--- config.mk ---
export PLATFORM = sky130hd
export DESIGN_NAME = mem_port_arbiter
export DESIGN_NICKNAME = d
export VERILOG_FILES = /design/src/rtl/mem_port_arbiter.sv
export SDC_FILE = /design/constraint.sdc
export NUM_CORES = 1
export LEC_CHECK = 0
export ABC_AREA = 1
export BUFFER_PORTS_ARGS = -buffer_cell sky130_fd_sc_hd__buf_2
export CAP_MARGIN = 25
export CELL_PAD_IN_SITES_DETAIL_PLACEMENT = 0
export CELL_PAD_IN_SITES_GLOBAL_PLACEMENT = 1
export CORE_ASPECT_RATIO = 1.25
export CORE_MARGIN = 5
export CORE_UTILIZATION = 25
export DETAILED_ROUTE_END_ITERATION = 12
export PLACE_DENSITY_LB_ADDON = 0.1
export SLEW_MARGIN = 5
export SYNTH_ARGS = -nofsm -noshare
export SYNTH_HDL_FRONTEND = slang
export SYNTH_SLANG_ARGS = --single-unit
--- constraint.sdc ---
create_clock -name clk -period 4.1 [get_ports clk]
set_input_delay 0.205 -clock clk [delete_from_list [all_inputs] [get_ports clk]]
set_output_delay 0.205 -clock clk [all_outputs]
set_load 0.03 [all_outputs]
--- src/rtl/mem_port_arbiter.sv ---
// Shares one memory port between instruction fetch and the load/store unit.
// One transaction in flight; data wins unless fetch has been starved too long.
module mem_port_arbiter #(
  parameter int unsigned STARVE_LIMIT = 4
) (
  input  logic        clk,
  input  logic        rst,
  input  logic        i_read,
  input  logic [31:0] i_addr,
  input  logic        i_cancel,
  output logic [31:0] i_rdata,
  output logic        i_resp,
  input  logic        d_read,
  input  logic        d_write,
  input  logic [31:0] d_addr,
  input  logic [31:0] d_wdata,
  input  logic [3:0]  d_wmask,
  output logic [31:0] d_rdata,
  output logic        d_resp,
  output logic        mem_read,
  output logic        mem_write,
  output logic [31:0] mem_addr,
  output logic [31:0] mem_wdata,
  output logic [3:0]  mem_wmask,
  input  logic [31:0] mem_rdata,
  input  logic        mem_resp
);

  localparam logic [3:0] LIMIT = 4'(STARVE_LIMIT);

  typedef enum logic [1:0] {
    IDLE,
    I_BUSY,
    D_BUSY
  } state_t;

  state_t      state;
  state_t      state_nx;
  logic [3:0]  starve_cnt;
  logic        cancel_flag;
  logic [31:0] i_rdata_q;
  logic [31:0] d_rdata_q;
  logic        d_req;
  logic        grant_d;
  logic        grant_i;
  logic        done;

  assign d_req = d_read | d_write;

  always_comb begin
    state_nx = state;
    grant_d  = 1'b0;
    grant_i  = 1'b0;
    done     = 1'b0;
    unique case (state)
      IDLE: begin
        if (d_req && (!i_read || starve_cnt < LIMIT)) begin
          grant_d  = 1'b1;
          state_nx = D_BUSY;
        end else if (i_read && !i_cancel) begin
          grant_i  = 1'b1;
          state_nx = I_BUSY;
        end
      end
      I_BUSY, D_BUSY: begin
        if (mem_resp) begin
          done     = 1'b1;
          state_nx = IDLE;
        end
      end
      default: state_nx = IDLE;
    endcase
  end

  // A squashed fetch still finishes on the bus but is never reported.
  assign i_resp = !rst && (state == I_BUSY) && mem_resp
                  && !cancel_flag && !i_cancel;
  assign d_resp = !rst && (state == D_BUSY) && mem_resp;

  assign i_rdata = i_resp ? mem_rdata : i_rdata_q;
  assign d_rdata = d_resp ? mem_rdata : d_rdata_q;

  always_ff @(posedge clk) begin
    if (rst) begin
      state <= IDLE;
    end else begin
      state <= state_nx;
    end
  end

  always_ff @(posedge clk) begin
    if (rst) begin
      mem_read    <= 1'b0;
      mem_write   <= 1'b0;
      mem_addr    <= '0;
      mem_wdata   <= '0;
      mem_wmask   <= '0;
      i_rdata_q   <= '0;
      d_rdata_q   <= '0;
      starve_cnt  <= '0;
      cancel_flag <= 1'b0;
    end else begin
      if (grant_d) begin
        mem_read  <= !d_write;
        mem_write <= d_write;
        mem_addr  <= d_addr;
        mem_wdata <= d_wdata;
        mem_wmask <= d_wmask;
      end else if (grant_i) begin
        mem_read  <= 1'b1;
        mem_write <= 1'b0;
        mem_addr  <= i_addr;
        mem_wdata <= '0;
        mem_wmask <= '0;
      end else if (done) begin
        mem_read  <= 1'b0;
        mem_write <= 1'b0;
      end

      if (i_resp) i_rdata_q <= mem_rdata;
      if (d_resp) d_rdata_q <= mem_rdata;

      if (done) begin
        cancel_flag <= 1'b0;
      end else if (state == I_BUSY && i_cancel) begin
        cancel_flag <= 1'b1;
      end

      // Count only data grants that overtook a live fetch request.
      if (state == IDLE) begin
        if (grant_i || !i_read) begin
          starve_cnt <= '0;
        end else if (grant_d && !i_cancel && starve_cnt != 4'hF) begin
          starve_cnt <= starve_cnt + 4'd1;
        end
      end
    end
  end

endmodule

### Word-level counts from Yosys, hierarchy flattened

Cells that the tools add are included.

* flip-flop bits (word level): 141
* bits of input ports: 139
* output and inout port bits: 136

* add/subtract/negate cells: 1
* order comparisons: 1
* equal/unequal tests: 5
* mux-type cells: 26
* bitwise gates (word level): 1
* reductions and logical operators: 26

Operator list (number)
* $mux W32: 6
* $mux W4: 4
* $mux W1: 12
* $logic_and A1 B1 Y1: 11
* $mux W2: 3
* $logic_not A1 Y1: 5
* $add A4 B1 Y4 const B: 1
* $lt A4 B3 Y1 const B: 1
* $ne A4 B4 Y1 const B: 1
* $pmux W2 S2: 1
* $reduce_and A2 Y1: 2
* $reduce_bool A2 Y1: 2
* $reduce_or A2 Y1: 2
* $ne A3 B3 Y1 const B: 1
* $reduce_bool A3 Y1: 1
* $eq A2 B1 Y1 const B: 1
* $eq A2 B2 Y1 const B: 1
* $logic_not A2 Y1: 1
* $logic_or A1 B1 Y1: 2
* $ne A2 B2 Y1 const B: 1
* $or A1 B1 Y1: 1

### Logic depth before layout (Yosys ltp)

Gate-level depths: netlist (run 1).

* word-level depth: 9
* depth in mapped cells: 10
* gate-level depth less buffers: 10

### Least setup slack after synthesis (run 1)

No wires, ideal clock.

* path type: register -> output
* from: reg state[0]
* to: out d_rdata[22]
* data arrival time: 1599 ps
* data required time: 3895 ps
* path slack: 2296 ps
* cell stages (with the launch flop): 8
* path buffers: 2
* path through: dfxtp_1 inv_1 ha_1 nand2_1 inv_1 buf_2 buf_2 a21oi_1

* word-level cells in the longest chain between the ends: 4

Ends and longest elaborated chain
* start, declared: line 37 `state_t state;`
* start signal, assigned: line 87 `state <= state_nx;`
* $eq A2 B2 Y1: line 78 `assign d_resp = !rst && (state == D_BUSY) && mem_resp;`
* $logic_and A1 B1 Y1 (2 in series): line 78
* named net d_resp: line 19 `output logic d_resp,`
* $mux W32
* end, declared: line 18 `output logic [31:0] d_rdata,`

The timed path passes the listed nets, and every way through them passes these cells.

### Worst setup path after layout (run 1)

* from: reg state[1]
* to: out i_rdata[19]

* word-level cells in the longest chain between the ends: 6

Ends and longest elaborated chain
* $eq A2 B1 Y1: line 76 `assign i_resp = !rst && (state == I_BUSY) && mem_resp`
* $logic_and A1 B1 Y1 (2 in series): line 76
* $logic_and A1 B1 Y1 (2 in series): line 77 `&& !cancel_flag && !i_cancel;`
* $mux W32
* end, declared: line 11 `output logic [31:0] i_rdata,`

No other way between the ends.

==> results.sh, run 1 <==
export IMPL_post_cts_buffers=0
export IMPL_power_density_nw_per_um2=517
export IMPL_start_util_pct=25.3
export IMPL_synthMuxAreaShare_pct=0
export IMPL_dp_cells=1356
export IMPL_synth_fp_nets=939
export IMPL_tightest_slew_ns=0.901
export IMPL_cpPeakStageDelay_ns=0.57
export IMPL_gp_congestion=0.749
export IMPL_path_class="reg2out"
export IMPL_cp_start_kind="flop"
export IMPL_yosysTopAreaCell="dfxtp_1"
export IMPL_path_clk_slew_ns=0.07
export IMPL_hold_viol_final=0
export IMPL_htreeDepth=4
export IMPL_status="finished, final reports clean"
export IMPL_netlist_instances=796
export IMPL_synth_seq_cells=141
export IMPL_drt_iter0_drc=136
export IMPL_fp_dieW_um=150
export IMPL_cts_repair_resize_count=0
export IMPL_wl_per_cell_um=14.1
export IMPL_cts_tree="done"
export IMPL_via_per_inst=4.19
export IMPL_synth_area_um2=6150
export IMPL_synthSimpleGateAreaFrac_pct=23.2
export IMPL_design_area_um2=8350
export IMPL_num_rows=64
export IMPL_power_leakage_nw=4.82
export IMPL_setup_viol=0
export IMPL_worst_path_buf_inv=4
export IMPL_portBuffers=274
export IMPL_io_pins=275
export IMPL_timing_final_crit_share_pct=76.0
export IMPL_numCtsBuffers=17
export IMPL_synthAdderAreaFrac_pct=0.814
export IMPL_cap_violations=0
export IMPL_async_flop_share_pct=0
export IMPL_maxSlewHeadroom_pct=39.8
export IMPL_ant_nets=0
export IMPL_required_ns=3.89
export IMPL_cts_root_buf="clkbuf_16"
export IMPL_die_h_um=185
export IMPL_rsz0062_at_grt="no"
export IMPL_setup_tns_ns=0
export IMPL_synth_edff_count=0
export IMPL_grt_max_degree=67
export IMPL_ir_worst_vdd_mv=0.269
export IMPL_avgSynthCellArea_um2=7.72
export IMPL_timing_hold_ws_ns=0.0359
export IMPL_vias=5822
export IMPL_yosysTopAreaCellShare_pct=45.9
export IMPL_finalCriticalPeriod_ns=3.11
export IMPL_cts_buffer_depth=2
export IMPL_fp_dieArea_um2=27800
export IMPL_area_growth_pct=35.9
export IMPL_ys_seq_area_share_pct=45.9
export IMPL_antenna_found_initial=3
export IMPL_finalMaxSlewViolations=0
export IMPL_crit_slowest_cell="nand2_2"
export IMPL_wl_um=19500
export IMPL_core_area_um2=24300
export IMPL_ys_warn_count=0
export IMPL_grt_usage_pct=13.7
export IMPL_hpwl_um=13900
export IMPL_worstPathMaxFanout=33
export IMPL_end_kind="primary output"
export IMPL_clk_latency_ns=0.42
export IMPL_drive_gt1_share_pct=36.0
export IMPL_worstPathArrival_ns=2.91
export IMPL_final_nets=1188
export IMPL_grt_pass1_wl_um=30400
export IMPL_hold_buffers=0
export IMPL_ys_flop_type="dfxtp_1"
export IMPL_critical_path_cell_chain="inv_1 > ha_1 > nand2_1 > nor2_1 > nand2_2 > inv_2 > or2_2 > o21ai_1 > inv_1 > buf_2"
export IMPL_cts_sinks=141
export IMPL_synth_compound_area_share_pct=18.0
export IMPL_mostFrequentLayoutCells="273 x buf_2, 156 x nand2_1, 141 x dfxtp_1"
export IMPL_skew_ns=0.0138
export IMPL_postPlaceCellArea_um2=7680
export IMPL_fin_cells=1389
export IMPL_drc=0
export IMPL_ys_types=29
export IMPL_fmax_ghz=0.321
export IMPL_synth_xor_area_share_pct=0.142
export IMPL_firstDrtPassIters=4
export IMPL_grt_overflow=0
export IMPL_crit_family="simple AND/OR/NAND/NOR gates"
export IMPL_synthTopCellsByArea="dfxtp_1 46%, nand2_1 9.5%, inv_1 6.6%, a21oi_1 6.0%, or2_2 5.8%"
export IMPL_final_common_cell="buf_2"
export IMPL_holdCritPathClass="in2reg"
export IMPL_cpMostUsedCell="inv_1"
export IMPL_synth_top_family_by_area="simple AND/OR/NAND/NOR gates"
export IMPL_grt_pass1_vias=5707
## sequential cells by signal, indices dropped and copies added, names as in the netlist
register     flops
mem_wmask        4
mem_read         1
starve_cnt       4
cancel_flag      1
mem_wdata       32
state            2
d_rdata_q       32
mem_write        1
mem_addr        32
i_rdata_q       32
## layout make-up
cell class              count  area (µm²)
fillers                  2756       16000
flip-flops and latches    141        2820
multi-input cells         491        2590
repair buffers            282        1430
clock buffers              20         437
inverters                 112         420
well taps                 330         413
clock inverters            12         233
diodes                      1        2.50
## worst reg2reg max path, delay by kind of cell, from the launching register on
| kind | cells | cell delay [ns] |
|---|---|---|
| fa+ha+maj | 1 | 0.19 |
| buf+inv | 2 | 0.50 |
| compound gates | 1 | 0.12 |
| flops | 1 | 0.35 |
| simple gates | 5 | 1.16 |
## metal layers
metal  up-vias  global-route usage (%)  wire length, µm
met4         4                    4.10              382
met3        28                    4.87             1420
met5         -                       0               34
li1       3028                       -                -
met1      2602                    16.3             8260
met2       160                    23.4             9450
## synthesized netlist by cell type (2+ instances only)
library cell    n
nand3_1        37
buf_1           2
a211oi_1       32
nand2_1       156
clkbuf_1       16
o211a_1        32
inv_1         108
buf_2          18
ha_1            4
buf_4           3
o21ai_0         4
nor2_2          3
nor2_1         45
dfxtp_1       141
clkbuf_2        2
nand2_2         3
inv_2           3
a21oi_1        74
or2_2          57
buf_6          11
or2_1           8
o21ai_1        30
## kinds of logic after synthesis
kind of cell / after synthesis
and+or+nand+nor: 313
buffers and inverters: 164
adders and majority gates: 4
xor gates and xnor gates: 1
DFF: 141
AOI/OAI and AO/OA: 173
## per-stage QoR
| stage | setup slack [ns] | power [mW] | util (%) |
|---|---|---|---|
| 2_1_floorplan | 2.30 | 2.30 | - |
| 3_3_place_gp | 1.34 | 2.60 | 31.5 |
| 3_5_place_dp | 1.32 | 2.60 | 31.5 |
| 4_1_cts | 0.865 | 4.41 | 34.3 |
| 5_1_grt | 0.695 | 4.58 | 34.3 |
| 6_report | 0.986 | 4.32 | 34.3 |
## final timing paths
check | startpoint | endpoint | cells after the start | slack [ns]
setup / recovery | state[1] | i_rdata[19] | 10 | 0.99
hold / removal | d_wdata[12] | mem_wdata[12] | 3 | 0.04
setup reg to reg | state[1] | i_rdata_q[20] | 9 | 1.64
hold reg to reg | mem_wdata[16] | mem_wdata[16] | 2 | 0.46
## power by group
part / internal, mW / switching [mW]
combinational: 0.314 / 0.681
sequential: 1.50 / 0.0527
clock: 1.15 / 0.624
Power figures use the tool's default switching activity.
==> run 2, diff against run 1 <==
- clock period: 4.1 -> 3.1 ns (I/O delays scaled with it)
==> run 2 against run 1 <==
Global-route usage grew 0.19 points. Clock-buffer cell count shrank 1. Clock power grew 28%. Worst hold slack lost 0.015 ns. Critical endpoint is now d_rdata[23]. Register-to-register slack lost 0.76 ns. Flip-flop and latch count is the same. Cell area grew 6.8%. Clock skew shrank 0.0024 ns. Total power grew 32%. Sequential power grew 32%. Die area is the same.
==> results.sh, run 2 (same netlist as run 1, synthesis figures left out) <==
export IMPL_fmax_ghz=0.404
export IMPL_whs_endpoint="d_rdata_q[7]"
export IMPL_cts_repair_resize_count=0
export IMPL_num_rows=64
export IMPL_holdCritPathClass="in2reg"
export IMPL_worst_path_buf_inv=5
export IMPL_cpPeakStageDelay_ns=0.34
export IMPL_final_common_cell="buf_2"
export IMPL_status="finished, final reports clean"
export IMPL_fin_cells=1445
export IMPL_portBuffers=274
export IMPL_ant_nets=0
export IMPL_htreeDepth=4
export IMPL_setup_viol=0
export IMPL_power_leakage_nw=5.05
export IMPL_area_growth_pct=45.0
export IMPL_vias=6043
export IMPL_drive_gt1_share_pct=34.2
export IMPL_finalCriticalPeriod_ns=2.47
export IMPL_hold_path_depth=3
export IMPL_hpwl_um=13500
export IMPL_r2r_slack_ns=0.88
export IMPL_antenna_found_initial=0
export IMPL_dp_cells=1356
export IMPL_power_density_nw_per_um2=639
export IMPL_path_class="reg2out"
export IMPL_mostFrequentLayoutCells="273 x buf_2, 156 x nand2_1, 141 x dfxtp_1"
export IMPL_rsz0062_at_grt="no"
export IMPL_worstPathArrival_ns=2.32
export IMPL_reg2reg_from="state[0]"
export IMPL_drc=0
export IMPL_die_h_um=185
export IMPL_path_clk_slew_ns=0.06
export IMPL_start_util_pct=25.3
export IMPL_cts_sinks=141
export IMPL_antennaDiodeCount=0
export IMPL_cts_buffer_depth=2
export IMPL_cap_violations=0
export IMPL_grt_usage_pct=13.9
export IMPL_firstDrtPassIters=4
export IMPL_required_ns=2.94
export IMPL_timing_final_crit_share_pct=79.8
export IMPL_end_kind="primary output"
export IMPL_tightest_slew_ns=0.820
export IMPL_grt_pass1_wl_um=30700
export IMPL_min_delay_start="mem_rdata[7]"
export IMPL_core_area_um2=24300
export IMPL_fillers=2689
export IMPL_fp_dieArea_um2=27800
export IMPL_gp_congestion=0.720
export IMPL_wl_per_cell_um=13.7
export IMPL_via_per_inst=4.18
export IMPL_cpMostUsedCell="inv_1"
export IMPL_final_nets=1246
export IMPL_clk_latency_ns=0.42
export IMPL_wl_um=19800
export IMPL_crit_family="buffers and inverters"
export IMPL_grt_pass1_vias=6062
export IMPL_maxSlewHeadroom_pct=45.3
export IMPL_critical_path_cell_chain="inv_1 > ha_1 > nand2_1 > inv_2 > buf_12 > or2_2 > inv_1 > a21oi_1 > buf_2"
export IMPL_finalMaxSlewViolations=0
export IMPL_cts_root_buf="clkbuf_16"
export IMPL_io_pins=275
export IMPL_crit_slowest_cell="inv_2"
export IMPL_path_depth=9
export IMPL_cts_tree="done"
export IMPL_fp_dieW_um=150
export IMPL_grt_overflow=0
export IMPL_hold_viol_final=0
export IMPL_numCtsBuffers=17
export IMPL_cp_start_kind="flop"
export IMPL_worstPathMaxFanout=70
export IMPL_grt_max_degree=71
export IMPL_drt_iter0_drc=205
export IMPL_reg2reg_depth=7
export IMPL_timing_rr_end="mem_addr[21]"
export IMPL_skew_ns=0.0114
export IMPL_setup_tns_ns=0
export IMPL_ir_worst_vdd_mv=0.379
## run 2: cell types whose count changed in the layout (fill, tap and decap cells not counted), sizes merged
cell / previous run / this run
dlygate4sd3: 0 / 58
bufinv: 6 / 5
clkbuf: 20 / 19
clkinvlp: 0 / 1
diode: 1 / 0
## run 2: stage by stage
| step | power (mW) | util (%) | cell area, µm² | hold WS (ns) | worst slack (ns) |
|---|---|---|---|---|---|
| 2_1_floorplan | 3.04 | - | 6150 | 0.297 | 1.35 |
| 6_report | 5.70 | 36.6 | 8920 | 0.0212 | 0.626 |
| 4_1_cts | 5.81 | 36.6 | 8920 | 0.00118 | 0.571 |
| 3_3_place_gp | 3.43 | 31.6 | 7690 | 0.412 | 0.914 |
| 5_1_grt | 6.01 | 36.6 | 8920 | 0.0125 | 0.366 |
| 3_5_place_dp | 3.43 | 31.6 | 7690 | 0.417 | 0.847 |
## run 2: tightest hold or removal path, cell delays in order
cell,delay [ns]
buf_2,0.11
inv_1,0.06
a211oi_1,0.06
## run 2: worst max path at each step
stage                        start            to  slack, ns
final                     state[0]   d_rdata[23]       0.63
after global routing      state[0]   d_rdata[23]       0.37
after CTS                 state[0]   d_rdata[23]       0.57
after detailed placement  state[0]  mem_addr[21]       0.85
after global placement    state[0]   mem_addr[8]       0.91
after floorplan           state[0]   d_rdata[22]       1.35
## run 2: per-layer routing
metal	share of wire [%]	vias up	global-route usage, %
li1	-	3162	-
met1	42	2688	16.3
met2	49	167	24.0
met3	7.0	26	4.72
met4	1.8	0	4.32
met5	0	-	0
## run 2: what timing repair did
| item | CTS | global route |
|---|---|---|
| hold endpoints to repair | 63 | 0 |
| hold buffers | 58 | 0 |
| buffers inserted | 0 | 0 |
## run 2: area by class of cell
class | instances | area (µm²) | area share, %
Multi-Input combinational cell | 491 | 2590 | 29.0
Clock buffer | 19 | 433 | 4.86
Clock inverter | 12 | 210 | 2.36
Inverter | 112 | 420 | 4.72
Timing Repair Buffer | 340 | 2030 | 22.7
Tap cell | 330 | 413 | 4.63
Sequential cell | 141 | 2820 | 31.7
## run 2: power by group
part	total [mW]	leakage, nW	internal (mW)	switching, mW
Combinational	1.37	3.58	0.463	0.908
Sequential	2.05	1.15	1.98	0.0738
Clock	2.27	0.309	1.44	0.838
Total	5.70	5.05	3.88	1.82
==> run 3, diff against run 2 <==
- clock period: 3.1 -> 2.6 ns (I/O delays scaled with it)
==> run 3 against run 2 <==
First-iteration DRC count up 8.8%. Die area unchanged. Setup slack worse by 0.35 ns. Total power up 15%. Sequential share of layout area down 0.41 points. Critical path depth up 1. Non-clock buffer count up 16. Clock-buffer cell count unchanged. Combinational power up 23%.
==> results.sh, run 3 (same netlist as run 1, synthesis figures left out) <==
export IMPL_die_h_um=185
export IMPL_ant_nets=0
export IMPL_end_kind="primary output"
export IMPL_cp_start_kind="flop"
export IMPL_vias=6074
export IMPL_reg2reg_depth=8
export IMPL_design_area_um2=9030
export IMPL_path_clk_slew_ns=0.06
export IMPL_critical_path_cell_chain="inv_1 > ha_1 > nand2_1 > nor2_1 > nand2_2 > inv_2 > or2_2 > o21ai_0 > inv_1 > buf_2"
export IMPL_power_leakage_nw=5.09
export IMPL_area_growth_pct=46.9
export IMPL_firstDrtPassIters=4
export IMPL_met3WireLength_um=1340
export IMPL_cts_tree="done"
export IMPL_final_common_cell="buf_2"
export IMPL_fp_dieW_um=150
export IMPL_fp_dieArea_um2=27800
export IMPL_numCtsBuffers=17
export IMPL_multi_input_area_um2=2590
export IMPL_drt_met1_wl_um=8290
export IMPL_hpwl_um=13700
export IMPL_worstPathArrival_ns=2.20
export IMPL_postPlaceCellArea_um2=7750
export IMPL_finalMaxSlewViolations=0
export IMPL_grt_pass1_wl_um=31200
export IMPL_crit_slowest_cell="inv_2"
export IMPL_cpPeakStageDelay_ns=0.41
export IMPL_drive_gt1_share_pct=34.0
export IMPL_cts_sinks=141
export IMPL_clk_latency_ns=0.41
export IMPL_antenna_found_initial=0
export IMPL_io_pins=275
export IMPL_cpMostUsedCell="inv_1"
export IMPL_core_area_um2=24300
export IMPL_seq_area_um2=2820
export IMPL_post_cts_buffers=0
export IMPL_worstPathMaxFanout=33
export IMPL_htreeDepth=4
export IMPL_grt_max_degree=98
export IMPL_cts_root_buf="clkbuf_16"
export IMPL_drc=0
export IMPL_required_ns=2.47
export IMPL_wl_per_cell_um=13.7
export IMPL_num_rows=64
export IMPL_tightest_slew_ns=0.855
export IMPL_hold_viol_final=0
export IMPL_holdCritPathClass="in2reg"
export IMPL_timing_final_crit_share_pct=89.5
export IMPL_timing_rr_end="mem_addr[0]"
export IMPL_reg2reg_from="state[0]"
export IMPL_antennaDiodeCount=0
export IMPL_fmax_ghz=0.430
export IMPL_grt_usage_pct=14.1
export IMPL_status="finished, final reports clean"
export IMPL_drt_iter0_drc=223
export IMPL_setup_viol=0
export IMPL_portBuffers=274
export IMPL_routed_top_layer="met4"
export IMPL_grt_pass1_vias=6079
export IMPL_wl_um=20000
export IMPL_fillers=2714
export IMPL_path_class="reg2out"
export IMPL_mostFrequentLayoutCells="273 x buf_2, 156 x nand2_1, 141 x dfxtp_1"
export IMPL_finalCriticalPeriod_ns=2.33
export IMPL_cts_buffer_depth=2
export IMPL_via_per_inst=4.16
export IMPL_skew_ns=0.0129
export IMPL_crit_path_end="i_rdata[0]"
export IMPL_cap_violations=0
export IMPL_setup_tns_ns=0
export IMPL_start_util_pct=25.3
export IMPL_power_density_nw_per_um2=723
export IMPL_final_nets=1262
export IMPL_ir_worst_vdd_mv=0.415
export IMPL_crit_start="state[1]"
export IMPL_rsz0062_at_grt="no"
export IMPL_gp_congestion=0.741
export IMPL_grt_overflow=0
export IMPL_power_total_mw=6.53
export IMPL_maxSlewHeadroom_pct=42.6
export IMPL_dr_wl_met2_um=10100
export IMPL_r2r_slack_ns=0.67
run 3: changes by cell type in the layout (fill, tap and decap cells not counted), sizes merged:
cell and delta:
clkinvlp +2, bufinv -3, buf +3, inv +1
dlygate4sd3 +13
run 3: area by class of cell:
cell class,count,area share (%)
inverter,112,4.65
sequential,141,31.3
timing repair buffer,356,24.5
clock inverter,12,1.51
clock buffer,19,4.79
multi-input combinational,491,28.7
tap,330,4.57
run 3: how the worst min path moves through the flow:
stage	depth (start not counted)	startpoint	end	slack, ns
finish	4	d_addr[14]	mem_addr[14]	0.06
global route	4	i_addr[18]	mem_addr[18]	0.05
CTS	4	d_addr[14]	mem_addr[14]	0.03
detailed placement	2	rst	starve_cnt[3]	0.35
global placement	2	rst	starve_cnt[3]	0.35
floorplan	2	i_cancel	cancel_flag	0.27
run 3: report_power, final:
| part | internal [mW] | switching, mW |
|---|---|---|
| clock network | 1.42 | 0.979 |
| registers | 2.36 | 0.0871 |
| logic | 0.598 | 1.09 |
| total | 4.38 | 2.16 |
run 3: worst max-delay path: cells and delay by family (launching register included):
family / cells / cell delay [ns]
and+or+nand+nor: 4 / 0.43
buffers and inverters: 4 / 0.76
AOI/OAI and AO/OA: 1 / 0.10
DFF: 1 / 0.32
adders and majority gates: 1 / 0.16
run 3: what timing repair did:
item	in CTS	in global routing
resized for setup	0	0
hold buffers	71	0
hold endpoints to repair	94	0
run 3: layer usage:
layer / track usage [%] / vias up
met5: 0 / -
met2: 25.3 / 157
met1: 15.9 / 2729
li1: - / 3177
met4: 4.21 / 0
met3: 4.60 / 11
run 3: metrics by stage:
| stage | hold slack, ns | utilization [%] | instances | setup WS [ns] |
|---|---|---|---|---|
| after floorplan | 0.272 | - | 796 | 0.871 |
| after global placement | 0.348 | 31.8 | 1359 | 0.661 |
| after detailed placement | 0.348 | 31.8 | 1359 | 0.650 |
| after CTS | 0.0261 | 37.1 | 1461 | 0.181 |
| after global routing | 0.0456 | 37.1 | 1461 | 0.0101 |
| final | 0.0555 | 37.1 | 1461 | 0.274 |
